**src/rtl/proc_param_pkg.sv**
```systemverilog
// rtl/proc_param_pkg.sv - opcodes, FSM state encoding and IR field positions for proc_param
package proc_param_pkg;

  localparam logic [2:0] OP_MV   = 3'd0;
  localparam logic [2:0] OP_MVI  = 3'd1;
  localparam logic [2:0] OP_ADD  = 3'd2;
  localparam logic [2:0] OP_SUB  = 3'd3;
  localparam logic [2:0] OP_LD   = 3'd4;
  localparam logic [2:0] OP_ST   = 3'd5;
  localparam logic [2:0] OP_MVNZ = 3'd6;
  localparam logic [2:0] OP_AND  = 3'd7;

  localparam int IR_W   = 9;
  localparam int OP_MSB = 8;
  localparam int OP_LSB = 6;
  localparam int X_MSB  = 5;
  localparam int X_LSB  = 3;
  localparam int Y_MSB  = 2;
  localparam int Y_LSB  = 0;

  typedef enum logic [2:0] {
    S_IDLE  = 3'd0,
    S_FETCH = 3'd1,
    S_MWAIT = 3'd2,
    S_EX1   = 3'd3,
    S_EX2   = 3'd4,
    S_EX3   = 3'd5
  } state_t;

  // True for opcodes that take the A -> G -> Rx three-step sequence.
  function automatic logic is_alu_op(input logic [2:0] op);
`ifdef PROC_AND_EN
    return (op == OP_ADD) || (op == OP_SUB) || (op == OP_AND);
`else
    return (op == OP_ADD) || (op == OP_SUB);
`endif
  endfunction

endpackage

```
**src/rtl/proc_alu.sv**
```systemverilog
// rtl/proc_alu.sv - combinational add/sub (and AND when PROC_AND_EN is defined) with zero detect
module proc_alu
  import proc_param_pkg::*;
#(
  parameter int DW = 16
) (
  input  logic [2:0]    op,
  input  logic [DW-1:0] a,
  input  logic [DW-1:0] b,
  output logic [DW-1:0] g,
  output logic          zero
);

  // Result for the requested op; carry and borrow fall off the top bit.
  always_comb begin
    g = '0;
    case (op)
      OP_ADD:  g = a + b;
      OP_SUB:  g = a - b;
`ifdef PROC_AND_EN
      OP_AND:  g = a & b;
`endif
      default: g = '0;
    endcase
  end

  assign zero = (g == '0);

endmodule

```
**src/rtl/proc_param.sv**
```systemverilog
// rtl/proc_param.sv - parametrised multicycle processor, 8 GPRs; PROC_AND_EN enables opcode 7 = AND
module proc_param
  import proc_param_pkg::*;
#(
  parameter int DW      = 16,
  parameter int AW      = 16,
  parameter int MEM_LAT = 1,
  parameter int PC_REG  = 7
) (
  input  logic          Clock,
  input  logic          Reset,
  input  logic          Run,
  input  logic [DW-1:0] DIN,
  output logic [AW-1:0] ADDR,
  output logic [DW-1:0] DOUT,
  output logic          W,
  output logic          Done,
  output logic [AW-1:0] PC,
  output logic [2:0]    State
);

  localparam int            CW       = $clog2(MEM_LAT + 1);
  localparam logic [CW-1:0] CNT_LAST = CW'(MEM_LAT - 1);
  localparam logic [2:0]    PC_IDX   = 3'(PC_REG);

  logic [DW-1:0]   regs [0:7];
  logic [DW-1:0]   a_reg;
  logic [DW-1:0]   g_reg;
  logic            z_reg;
  logic [IR_W-1:0] ir;
  state_t          state;
  logic [CW-1:0]   cnt;
  logic            fetch_wait;

  logic [2:0]    op;
  logic [2:0]    rx_idx;
  logic [2:0]    ry_idx;
  logic [DW-1:0] rx;
  logic [DW-1:0] ry;
  logic [DW-1:0] alu_g;
  logic          alu_z;
  logic [AW-1:0] pc_cur;
  logic [AW-1:0] pc_next;
  logic [DW-1:0] pc_inc;
  logic          last_wait;
  logic          op_nop;
  logic          done_now;
  state_t        done_next;

  assign op        = ir[OP_MSB:OP_LSB];
  assign rx_idx    = ir[X_MSB:X_LSB];
  assign ry_idx    = ir[Y_MSB:Y_LSB];
  assign rx        = regs[rx_idx];
  assign ry        = regs[ry_idx];
  assign pc_cur    = regs[PC_IDX][AW-1:0];
  assign pc_next   = pc_cur + AW'(1);
  // Incremented PC is zero-extended so bits above AW are cleared.
  assign pc_inc    = DW'(pc_next);
  assign last_wait = (cnt == CNT_LAST);
  assign op_nop    = (op == OP_AND) && !is_alu_op(op);
  assign done_next = Run ? S_FETCH : S_IDLE;

  proc_alu #(.DW(DW)) u_alu (
    .op   (op),
    .a    (a_reg),
    .b    (ry),
    .g    (alu_g),
    .zero (alu_z)
  );

  // Done marks the final cycle of the instruction, decoded from the registered state.
  always_comb begin
    done_now = 1'b0;
    case (state)
      S_MWAIT: done_now = !fetch_wait && last_wait;
      S_EX1:   done_now = (op == OP_MV) || (op == OP_MVNZ) || op_nop;
      S_EX2:   done_now = (op == OP_ST);
      S_EX3:   done_now = 1'b1;
      default: done_now = 1'b0;
    endcase
  end

  // Instruction sequencer: fetch, memory wait and per-opcode execute steps.
  always_ff @(posedge Clock) begin
    if (Reset) begin
      for (int i = 0; i < 8; i++) regs[i] <= '0;
      a_reg      <= '0;
      g_reg      <= '0;
      z_reg      <= 1'b1;
      ir         <= '0;
      ADDR       <= '0;
      DOUT       <= '0;
      W          <= 1'b0;
      cnt        <= '0;
      fetch_wait <= 1'b0;
      state      <= S_IDLE;
    end else begin
      W <= 1'b0;
      case (state)
        S_IDLE: begin
          if (Run) state <= S_FETCH;
        end
        S_FETCH: begin
          ADDR         <= pc_cur;
          regs[PC_IDX] <= pc_inc;
          cnt          <= '0;
          fetch_wait   <= 1'b1;
          state        <= S_MWAIT;
        end
        S_MWAIT: begin
          if (last_wait) begin
            if (fetch_wait) begin
              ir    <= DIN[IR_W-1:0];
              state <= S_EX1;
            end else begin
              regs[rx_idx] <= DIN;
              state        <= done_next;
            end
          end else begin
            cnt <= cnt + CW'(1);
          end
        end
        S_EX1: begin
          case (op)
            OP_MV: begin
              regs[rx_idx] <= ry;
              state        <= done_next;
            end
            OP_MVI: begin
              // Immediate word follows the instruction; a later Rx write to PC overrides this increment.
              ADDR         <= pc_cur;
              regs[PC_IDX] <= pc_inc;
              cnt          <= '0;
              fetch_wait   <= 1'b0;
              state        <= S_MWAIT;
            end
            OP_LD: begin
              ADDR       <= ry[AW-1:0];
              cnt        <= '0;
              fetch_wait <= 1'b0;
              state      <= S_MWAIT;
            end
            OP_ST: begin
              ADDR  <= ry[AW-1:0];
              DOUT  <= rx;
              W     <= 1'b1;
              state <= S_EX2;
            end
            OP_MVNZ: begin
              if (!z_reg) regs[rx_idx] <= ry;
              state <= done_next;
            end
            default: begin
              if (is_alu_op(op)) begin
                a_reg <= rx;
                state <= S_EX2;
              end else begin
                state <= done_next;
              end
            end
          endcase
        end
        S_EX2: begin
          if (op == OP_ST) begin
            state <= done_next;
          end else begin
            g_reg <= alu_g;
            z_reg <= alu_z;
            state <= S_EX3;
          end
        end
        S_EX3: begin
          regs[rx_idx] <= g_reg;
          state        <= done_next;
        end
        default: state <= S_IDLE;
      endcase
    end
  end

  assign Done  = done_now;
  assign PC    = pc_cur;
  assign State = state;

endmodule

```
**config.mk**
```make
export PLATFORM = sky130hd
export DESIGN_NAME = proc_param
export DESIGN_NICKNAME = d
export VERILOG_FILES = /design/src/rtl/proc_param_pkg.sv /design/src/rtl/proc_alu.sv /design/src/rtl/proc_param.sv
export SDC_FILE = /design/constraint.sdc
export NUM_CORES = 1
export LEC_CHECK = 0
export CAP_MARGIN = 20
export CORE_MARGIN = 3
export CORE_UTILIZATION = 50
export CTS_BUF_LIST = sky130_fd_sc_hd__clkbuf_16
export CTS_CLUSTER_DIAMETER = 40
export DETAILED_ROUTE_END_ITERATION = 10
export GPL_TIMING_DRIVEN = 0
export PLACE_DENSITY_LB_ADDON = 0.05
export SYNTH_ARGS = -nofsm -noshare
export SYNTH_HDL_FRONTEND = slang
export SYNTH_HIERARCHICAL = 1
export SYNTH_SLANG_ARGS = --single-unit
```
**constraint.sdc**
```tcl
create_clock -name Clock -period 6.08 [get_ports Clock]
set_clock_uncertainty 0.15 [all_clocks]
set_input_delay 1.52 -clock Clock [delete_from_list [all_inputs] [get_ports Clock]]
set_output_delay 1.52 -clock Clock [all_outputs]
set_load 0.01 [all_outputs]
```
* Yosys cells after proc, flatten, opt, wreduce, memory -nomap -nowiden
Memories as Yosys holds them, arrays and structs flattened. A register that Yosys moved wholly into a read port is not among the register bits.
Cells that the tools add are included.
** Word-level totals
- Input port bits :: 19
- Memory bits (read-only) :: 0
- Word-level logic and storage cells :: 121
- Output and inout bits :: 53
- Bits in latches :: 0
- Register bits after elaboration :: 80
- Memories kept :: 1
- Memory bits (writable) :: 128
** Memory list
- regs :: words 8, width 16, read ports 3, clocked after Yosys merged registers in 2, write ports 8, RTL line proc_param.sv:26 : logic [DW-1:0] regs [0:7];
** Cells by class
- Div/mod/pow operators :: 0
- Equality and inequality tests :: 16
- $add $sub $neg :: 4
- Bitwise logic cells :: 9
- Reductions and logical operators :: 26
- Multipliers :: 0
- Shift-type cells :: 0
- Multiplexer cells :: 55
- Magnitude comparators :: 0
** Operators with widths (number)
- 2-to-1 mux 16 bit :: 6
- case mux 16 bit (2 select lines) :: 3
- 2-to-1 mux 1 bit :: 31
- 2-to-1 mux 3 bit :: 9
- equality test 3 bit, second input constant :: 6
- case mux 3 bit (6 select lines) :: 1
- adder 16 x 1 -> 16 bit, second input constant :: 1
- adder 16 bit :: 1
- logical NOT 16 bit :: 1
- OR reduction 16 bit :: 1
- subtractor 16 bit :: 1
- equality test 3 x 2 -> 1 bit, second input constant :: 4
- AND reduction 2 bit :: 6
- case mux 3 bit (3 select lines) :: 1
- OR reduction 2 bit :: 4
- equality test 3 x 1 -> 1 bit, second input constant :: 2
- logical NOT 3 bit :: 2
- != test 2 bit, second input constant :: 3
- AND reduction 3 bit :: 2
- bitwise OR 1 bit :: 5
- OR reduction 5 bit :: 1
- inverter 1 bit :: 4
- case mux 1 bit (4 select lines) :: 1
- logical OR 1 bit :: 3
- other kinds (9) :: 11

* Depth between registers and ports, before layout
Gate-level depths: netlist of run 1.
- Depth in word-level cells :: 10
- Gate-level depth with buffers :: 23
- Mapped depth without buffers :: 21

* Hierarchy
The synthesis of run 1 kept the hierarchy.
** By module, submodules not included
- proc_param :: times used 1, area each 10376.2 µm², cells an instance 876, sequential area each 5545.3 µm²
- proc_alu :: times used 1, area each 1232.4 µm², cells an instance 166, sequential area each 0.0 µm²

* Worst setup path after synthesis of run 1
No wires, ideal clock.
- Path kind :: flip-flop to flip-flop
- Start point :: register with a tool-made name
- End point :: register z_reg
- Setup time :: 62 ps
- Buffers on the path :: 3
- Stages on the path, launching flop included :: 23
- Slack :: 1277 ps
- Data required time :: 5868 ps
- Data arrival time :: 4591 ps
- Clock period less this slack :: 4803 ps
- Path through :: dfxtp_1 buf_2 buf_2 mux4_2 mux2i_1 inv_1 inv_1 ha_1 nand2b_1 or4_1 nand2_1 xor2_1 ha_1 clkbuf_1 a2111o_1 o2111ai_1 nor3b_1 o22ai_1 a211oi_1 o211ai_1 nor4b_2 nand2_1 nand3b_1
** RTL lines
- end signal: assignment :: RTL line proc_param.sv:168 : z_reg <= alu_z;
- end: declaration :: RTL line proc_param.sv:29 : logic z_reg;

==> results.cfg, run 1 <==
[synthesis]
synth-seq-cells = 213
synth.largest_area_cell = edfxtp_1
synth_edf_count = 128
ys.warnings.count = 6
synthFlopType = edfxtp_1
yosysSeqAreaShare_pct = 47.8
ys_types = 72
yosysTopAreaCellShare_pct = 33.1
synth_area_leaders = edfxtp_1 (33%), dfxtp_1 (15%), mux4_2 (12%)
syn_area_per_cell_um2 = 11.1
async_flop_share_pct = 0
syn_inst = 1042
synth_nets = 1080
syn_area_um2 = 11600

[layout]
final_common_cell = nor2_1
regMostFlops = regs
fillCellCount = 1873
largest_register_ffs = 128
final_cells = 1464
num_antenna_cells = 0
layout-drive-gt1-share_pct = 15.3
final_nets = 1189
areaGrowthSynthToFinish_pct = 19.9
mostFrequentLayoutCells = nor2_1 (186), edfxtp_1 (128), nand2_1 (105)

[global_routing]
grt_first_pass_wirelength_um = 50500
grt_max_degree = 17
grtUsageTotal_pct = 26.7
grt_overflow = 0
antenna_found_initial = 0
first_global_vias = 8525

[drt]
top_layer = met4
ant_nets = 0
route.met3.wl_um = 2370
drc = 0
wl_per_cell_um = 22.7
met1_length_um = 14200
drt_iter0_drc = 616
routed_wl_um = 33200
vias = 8717
firstDrtPassIters = 5
wl_met2_um = 15900
routed_via_density = 5.95

[cts]
cts_resized = 0
cts_tree = built
clk_path_buf_depth = 3
worstSkewPairLatency_ns = 0.52
cts-root-buf = clkbuf_16
htree_levels = 2
cts_setup_buffers = 0
clock_sinks = 213
clkTransAtPathRegs_ns = 0.06
cts_hold_repair.buffers = 0
cts_buffers = 36

[power]
clkPwrFrac_pct = 51.8
pwr-share-comb_pct = 7.2
p_sw_w = 0.000993
pwr_density_cell_nw_per_um2 = 283
netSwitchingFraction_pct = 25.2
worst_ir_drop_vdd_mv = 0.172
p_int_w = 0.00295
power_frac_seq_pct = 40.9
p_leak_nw = 4.84

[placed_design]
gp_congestion = 0.897
dp.cells = 1398
hpwlAfterDp_um = 26000
port_buffers = 71

[critical_path]
critPathLaunchType = register
cp.arrival_ns = 6.01
cp_slowest_stage_delay_ns = 0.53
worstSetupEndpointType = register
crit_required_ns = 6.38
path_buf_inv = 5
cp_top_family = simple AND/OR/NAND/NOR gates
critPathSlowestCell = mux4_2
path_cells = buf_2, clkbuf_4, mux4_2, mux2i_1, inv_1, inv_1, ha_1, nand2b_1, or4_1, nand2_1, xor2_1, ha_1, clkbuf_1, a2111o_1, o2111ai_2, nor3b_1, o22ai_1, a211oi_1, o211ai_1, nor4b_2, nand2_1, nand3b_1
cp_max_fo = 10
crit_type = register to register

[outcome]
status = completed

[floorplanning]
dieArea_um2 = 25100
die_w_um = 158
coreArea_um2 = 22700
die_h_um = 158
ioPinCount = 72
start_util_pct = 51.1
rows = 55

[timing]
fmax_mhz = 175
rsz0062_at_grt = false
whs_ns = 0.307
worstMarginPinSlew_ns = 0.960
finalHoldViolations = 0
finalCritPeriodShare_pct = 93.8
layout_min_cycle_time_ns = 5.71
maxSlewViolCount = 0
max_slew_margin_pct = 35.9
fin_tns_setup_ns = 0
setup_viol = 0

[hold_path]
hp-class = register to register

[job]
maxCapViolCount = 0
area by class of cell:
cell class / instances / area, um2 / area share (%)
multi-input combinational: 728 / 5640 / 40.5
sequential: 213 / 5550 / 39.8
clock buffer: 38 / 951 / 6.83
timing repair buffer: 71 / 711 / 5.11
tap: 285 / 357 / 2.56
buffer: 72 / 327 / 2.35
clock inverter: 28 / 280 / 2.01
inverter: 29 / 109 / 0.782
metrics by stage:
step	power, W	instance area [um2]	utilization, %	setup slack [ns]
3_3_place_gp	0.00192	12700	55.8	0.234
6_report	0.00394	13900	61.3	0.375
4_1_cts	0.00395	13900	61.2	0.140
2_1_floorplan	0.00180	11600	-	1.28
5_1_grt	0.00405	13900	61.3	0.0111
3_5_place_dp	0.00192	12700	55.8	0.178
cell usage after synthesis, types with 2 or more instances:
library cell  count
a2111o_1          2
a211oi_1         34
a21boi_1          2
a21o_1            4
a21oi_1          56
a221oi_2          4
a221oi_4         12
a31oi_1           4
and2_1            4
buf_1             2
buf_2            10
buf_4             2
buf_6             2
clkbuf_1         55
dfxtp_1          85
edfxtp_1        128
ha_1             18
inv_1            28
mux2i_1          32
mux4_2           64
nand2_1         105
nand2b_1         13
nand3_1          14
nand3b_1          2
nand4_1           4
nor2_1          186
nor2b_1           8
nor3_1           22
nor3b_1           3
nor4b_1           2
o211ai_1         21
o21a_1            7
o21ai_0           9
o21ai_1           4
o22ai_1          15
o22ai_2           2
o31a_1            2
o31ai_1           3
o41ai_1           3
or2_2             2
or4_1             2
xnor2_1          15
xor2_1           21
layer usage:
layer | up-vias | track usage (%)
met2 | 338 | 43.5
met3 | 62 | 5.33
met1 | 4240 | 36.9
met5 | - | 0
met4 | 0 | 7.33
li1 | 4077 | -
final timing paths:
kind                 start       end  slack [ns]  cells past startpoint
setup / recovery  register     z_reg        0.37                     22
hold / removal    ADDR[11]  ADDR[11]        0.31                      2
setup reg to reg  register     z_reg        0.37                     22
hold reg to reg   ADDR[11]  ADDR[11]        0.31                      2
power groups by stage:
stage	clock network [W]	logic [W]	registers, W
finish	0.00204	0.000285	0.00161
CTS	0.00206	0.000283	0.00161
global placement	0	0.000280	0.00164
floorplan	0	0.000174	0.00162
detailed placement	0	0.000282	0.00164
global route	0.00213	0.000307	0.00161
worst reg2reg max path: stages (launching register included):
cell and delay, ns:
dfxtp_1 0.31, buf_2 0.17, clkbuf_4 0.29, mux4_2 0.53
mux2i_1 0.40, inv_1 0.20, inv_1 0.11, ha_1 0.17
nand2b_1 0.07, or4_1 0.48, nand2_1 0.12, xor2_1 0.17
ha_1 0.25, clkbuf_1 0.19, a2111o_1 0.43, o2111ai_2 0.28
nor3b_1 0.35, o22ai_1 0.13, a211oi_1 0.25, o211ai_1 0.13
nor4b_2 0.22, nand2_1 0.13, nand3b_1 0.11
logic make-up (layout without fill, tap and decap cells):
logic type	Yosys count	after routing	share of synthesized area (%)
adder cells (fa/ha/maj)	19	19	2.11
AO/OA/AOI/OAI	195	195	13.8
AND/OR/NAND/NOR	381	381	14.5
flip-flops	213	213	47.8
buffers and inverters	101	238	3.71
XOR/XNOR	37	37	2.95
multiplexers	96	96	15.2
(Power assumes the default switching activity.)
==> run 2: changes to the inputs <==
--- a/config.mk
+++ b/config.mk
@@ -11,6 +11,7 @@
 export CTS_BUF_LIST = sky130_fd_sc_hd__clkbuf_16
 export CTS_CLUSTER_DIAMETER = 40
 export DETAILED_ROUTE_END_ITERATION = 10
+export GPL_ROUTABILITY_DRIVEN = 0
 export GPL_TIMING_DRIVEN = 0
 export PLACE_DENSITY_LB_ADDON = 0.05
 export SYNTH_ARGS = -nofsm -noshare
==> run 2 against run 1 <==
Net effect:
- design area grew 0.49%
- global-route usage up 0.16 points
- total power increased by 2.6%
- combinational power is essentially flat
- flip-flop and latch count stayed put
- non-clock buffer count is the same
- clock power is 5% higher
- wire length fell by 0.28%
- maximum frequency rose by 0.48%
- critical endpoint unchanged
- largest cell class unchanged
- largest power group unchanged
==> results.cfg, run 2 (same netlist as run 1, synthesis figures left out) <==
[drt]
drc = 0
ant_nets = 0
routed_via_density = 5.91
wl_per_cell_um = 22.6
firstDrtPassIters = 5
vias = 8670
drt_iter0_drc = 486
routed_wl_um = 33100

[cts]
clk_path_buf_depth = 3
cts_hold_repair.buffers = 0
cts_tree = built
clock_sinks = 213
worstSkewPairLatency_ns = 0.52
htree_levels = 2
cts_buffers = 37
cts-root-buf = clkbuf_16
clkTransAtPathRegs_ns = 0.05

[outcome]
status = completed

[critical_path]
cp_max_fo = 10
critPathLaunchType = register
path_cells = buf_2, clkbuf_4, mux4_2, mux2i_1, inv_1, inv_1, ha_1, nand2b_1, or4_1, nand2_1, xor2_1, ha_1, clkbuf_1, a2111o_1, o2111ai_2, a211oi_1, o211ai_1, nand3_1, nor3b_2, nor4b_2, nand2_1, nand3b_1
crit_type = register to register
cp.arrival_ns = 5.98
critPathSlowestCell = mux4_2
crit_required_ns = 6.39
worstSetupEndpointType = register
cp_slowest_stage_delay_ns = 0.53

[timing]
finalCritPeriodShare_pct = 93.4
max_slew_margin_pct = 36.6
finalHoldViolations = 0
worstMarginPinSlew_ns = 0.949
setup_viol = 0
rsz0062_at_grt = false
layout_min_cycle_time_ns = 5.68
whs_ns = 0.307
fmax_mhz = 176
maxSlewViolCount = 0
fin_tns_setup_ns = 0

[floorplanning]
start_util_pct = 51.1
die_h_um = 158
coreArea_um2 = 22700
rows = 55
die_w_um = 158
dieArea_um2 = 25100
ioPinCount = 72

[layout]
final_common_cell = nor2_1
final_nets = 1190
regArea_um2 = 5550
regMostFlops = regs
areaGrowthSynthToFinish_pct = 20.5
layout-drive-gt1-share_pct = 15.1
num_antenna_cells = 0
mostFrequentLayoutCells = nor2_1 (186), edfxtp_1 (128), nand2_1 (105)
multi_input_area_um2 = 5640
largest_register_ffs = 128
fillCellCount = 1892

[global_routing]
first_global_vias = 8807
antenna_found_initial = 0
grt_first_pass_wirelength_um = 51100
grtUsageTotal_pct = 26.9
grt_max_degree = 17
grt_overflow = 0

[hold_path]
hp-class = register to register

[power]
worst_ir_drop_vdd_mv = 0.170
p_leak_nw = 4.87
pwr_density_cell_nw_per_um2 = 289

[job]
maxCapViolCount = 0

[placed_design]
port_buffers = 71
hpwlAfterDp_um = 26000
## run 2: cell types whose count changed in the layout (fill, tap and decap cells not counted), sizes merged
cell / change
inv: -4
clkbuf: +1
clkinv: +2
bufinv: +3
## run 2: final timing paths
check,from,end,slack (ns),cells past startpoint
min,ADDR[15],ADDR[15],0.31,2
max,register,z_reg,0.40,22
max reg2reg,register,z_reg,0.40,22
min reg2reg,ADDR[15],ADDR[15],0.31,2
## run 2: routing by layer
layer  vias up  track usage, %  share of wire (%)
met5         -               0                  0
met4         0            8.23                2.5
met3        55            5.30                7.0
met2       330            43.7                 48
met1      4194            36.8                 43
li1       4091               -                  -
## run 2: timing repair
item,4_1_cts,5_1_grt
buffers inserted,0,0
setup endpoints to repair,0,2
resized for setup,0,8
## run 2: per-stage QoR
stage / area (um2) / instances / worst slack, ns / utilization [%] / power, W
3_3_place_gp: 12700 / 1398 / 0.160 / 55.8 / 0.00192
5_1_grt: 14000 / 1466 / 0.0668 / 61.6 / 0.00415
3_5_place_dp: 12700 / 1398 / 0.114 / 55.8 / 0.00192
4_1_cts: 14000 / 1466 / 0.0823 / 61.5 / 0.00406
2_1_floorplan: 11600 / 1042 / 1.28 / - / 0.00180
6_report: 14000 / 1466 / 0.402 / 61.6 / 0.00404
## run 2: area by class of cell
| class | instances | share of cell area [%] |
|---|---|---|
| buffer | 72 | 2.33 |
| tap | 285 | 2.55 |
| clock buffer | 39 | 6.98 |
| inverter | 29 | 0.778 |
| clock inverter | 29 | 2.28 |
| multi-input combinational | 728 | 40.3 |
| timing repair buffer | 71 | 5.08 |
| sequential | 213 | 39.6 |
## run 2: critical path: cells and delay by family, from the launching register on
family          cells  cell delay (ns)
simple gates        8             1.49
buf+inv             5             0.97
mux                 2             0.86
xor+xnor            1             0.23
compound gates      4             1.18
fa+ha+maj           2             0.44
flops               1             0.30
## run 2: power by group
part           internal, W  switching, W
combinational     0.000117      0.000168
clock              0.00139      0.000753
sequential         0.00157     0.0000404
total              0.00308      0.000961
==> run 3: changes to the inputs <==
--- a/config.mk
+++ b/config.mk
@@ -5,14 +5,16 @@
 export SDC_FILE = /design/constraint.sdc
 export NUM_CORES = 1
 export LEC_CHECK = 0
-export CAP_MARGIN = 20
+export CAP_MARGIN = 10
 export CORE_MARGIN = 3
 export CORE_UTILIZATION = 50
 export CTS_BUF_LIST = sky130_fd_sc_hd__clkbuf_16
 export CTS_CLUSTER_DIAMETER = 40
+export CTS_CLUSTER_SIZE = 40
 export DETAILED_ROUTE_END_ITERATION = 10
 export GPL_ROUTABILITY_DRIVEN = 0
 export GPL_TIMING_DRIVEN = 0
+export MAX_ROUTING_LAYER = met4
 export PLACE_DENSITY_LB_ADDON = 0.05
 export SYNTH_ARGS = -nofsm -noshare
 export SYNTH_HDL_FRONTEND = slang
==> run 3 against run 2 <==
Net effect:
- worst hold slack improved by 0.0018 ns
- combinational power hardly changed
- non-clock buffer count unchanged
- largest cell class unchanged
- largest power group unchanged
==> results.cfg, run 3 (same netlist as run 1, synthesis figures left out) <==
[outcome]
status = completed

[placed_design]
port_buffers = 71
place_ws_ns = 0.114
hpwlAfterDp_um = 26000
place_area_um2 = 12700

[layout]
design_area_um2 = 14000
num_antenna_cells = 0
mostFrequentLayoutCells = nor2_1 (186), edfxtp_1 (128), nand2_1 (105)
regMostFlops = regs
final_nets = 1190
largest_register_ffs = 128
fillCellCount = 1892
final_common_cell = nor2_1
areaGrowthSynthToFinish_pct = 20.5
layout-drive-gt1-share_pct = 15.1

[timing]
maxSlewViolCount = 0
rsz0062_at_grt = false
finalCritPeriodShare_pct = 93.5
whs_ns = 0.309
fin_tns_setup_ns = 0
finalHoldViolations = 0
layout_min_cycle_time_ns = 5.69
fmax_mhz = 176
fin_ws_ns = 0.394
worstMarginPinSlew_ns = 0.966
setup_viol = 0
max_slew_margin_pct = 35.4

[drt]
drt_iter0_drc = 463
routed_via_density = 5.94
wl_per_cell_um = 22.6
drc = 0
firstDrtPassIters = 5
ant_nets = 0
routed_wl_um = 33200
vias = 8711

[floorplanning]
die_h_um = 158
coreArea_um2 = 22700
dieArea_um2 = 25100
die_w_um = 158
ioPinCount = 72
rows = 55
start_util_pct = 51.1

[critical_path]
critPathLaunchType = register
worstSetupEndpointType = register
cp_slowest_stage_delay_ns = 0.56
cp_max_fo = 10
crit_type = register to register
crit_end = z_reg
critPathSlowestCell = mux4_2
ff2ff_path_depth = 20
r2r_setup_slack_ns = 0.39
crit_required_ns = 6.38
reg2reg_to = z_reg
cp.arrival_ns = 5.99
path_cells = buf_2, buf_2, mux4_2, mux2i_1, inv_1, nand2b_1, or4_1, nand2_1, xor2_1, ha_1, clkbuf_1, a2111o_1, o2111ai_2, a211oi_1, o211ai_1, nand3_1, nor3b_2, nor4b_2, nand2_1, nand3b_1

[cts]
cts-root-buf = clkbuf_16
cts_setup_buffers = 0
cts_buffers = 37
worstSkewPairLatency_ns = 0.52
cts_tree = built
htree_levels = 2
clkTransAtPathRegs_ns = 0.06
clk_path_buf_depth = 3
cts_resized = 0
clock_sinks = 213
cts_hold_repair.buffers = 0

[global_routing]
grt_first_pass_wirelength_um = 51200
grt_overflow = 0
grtUsageMet1_pct = 36.7
top_usage_layer = met2
grtUsageTotal_pct = 27.7
grtUsageMet3_pct = 5.30
use_met2_pct = 43.8
first_global_vias = 8813
antenna_found_initial = 0
grt_max_degree = 17

[job]
maxCapViolCount = 0

[hold_path]
hp-class = register to register

[power]
p_leak_nw = 4.87
pwr_density_cell_nw_per_um2 = 289
worst_ir_drop_vdd_mv = 0.170
[run 3: cell counts in the layout (fill, tap and decap cells not counted)]
No cell type changed its count.
[run 3: final cells by class]
| cell class | instances | area, um2 | share of cell area, % |
|---|---|---|---|
| Buffer | 72 | 327 | 2.33 |
| Clock buffer | 39 | 976 | 6.98 |
| Clock inverter | 29 | 319 | 2.28 |
| Inverter | 29 | 109 | 0.778 |
| Multi-Input combinational cell | 728 | 5640 | 40.3 |
| Sequential cell | 213 | 5550 | 39.6 |
| Tap cell | 285 | 357 | 2.55 |
| Timing Repair Buffer | 71 | 711 | 5.08 |
[run 3: worst min path at each step]
stage / start / slack (ns) / depth (start not counted) / end
after CTS: ADDR[15] / 0.31 / 2 / ADDR[15]
after global placement: ADDR[3] / 0.29 / 2 / ADDR[3]
after global routing: ADDR[15] / 0.33 / 2 / ADDR[15]
final: ADDR[11] / 0.31 / 2 / ADDR[11]
after detailed placement: ADDR[0] / 0.30 / 2 / ADDR[0]
after floorplan: z_reg / 0.28 / 2 / z_reg
[run 3: stage by stage]
stage	instances	util, %	total power, W
finish	1466	61.6	0.00404
global route	1466	61.6	0.00415
CTS	1466	61.5	0.00406
detailed placement	1398	55.8	0.00192
global placement	1398	55.8	0.00192
floorplan	1042	-	0.00180
[run 3: where the power goes]
group | switching [W] | total, W | internal [W] | leakage, nW
logic | 0.000168 | 0.000286 | 0.000117 | 2.22
clock network | 0.000753 | 0.00214 | 0.00139 | 0.637
registers | 0.0000406 | 0.00161 | 0.00157 | 2.01
total | 0.000962 | 0.00404 | 0.00308 | 4.87
[run 3: critical path: cells and delay by family, from the launching register on]
family / cells / cell delay, ns
buffers and inverters: 4 / 0.92
xor gates and xnor gates: 1 / 0.23
and+or+nand+nor: 8 / 1.62
DFF: 1 / 0.30
adders and majority gates: 1 / 0.27
AOI/OAI and AO/OA: 4 / 1.18
muxes: 2 / 0.93
[run 3: routing by layer]
metal	routed length, um	vias up
met4	834	0
li1	-	4083
met2	15900	329
met1	14200	4244
met3	2250	55
met5	0	-
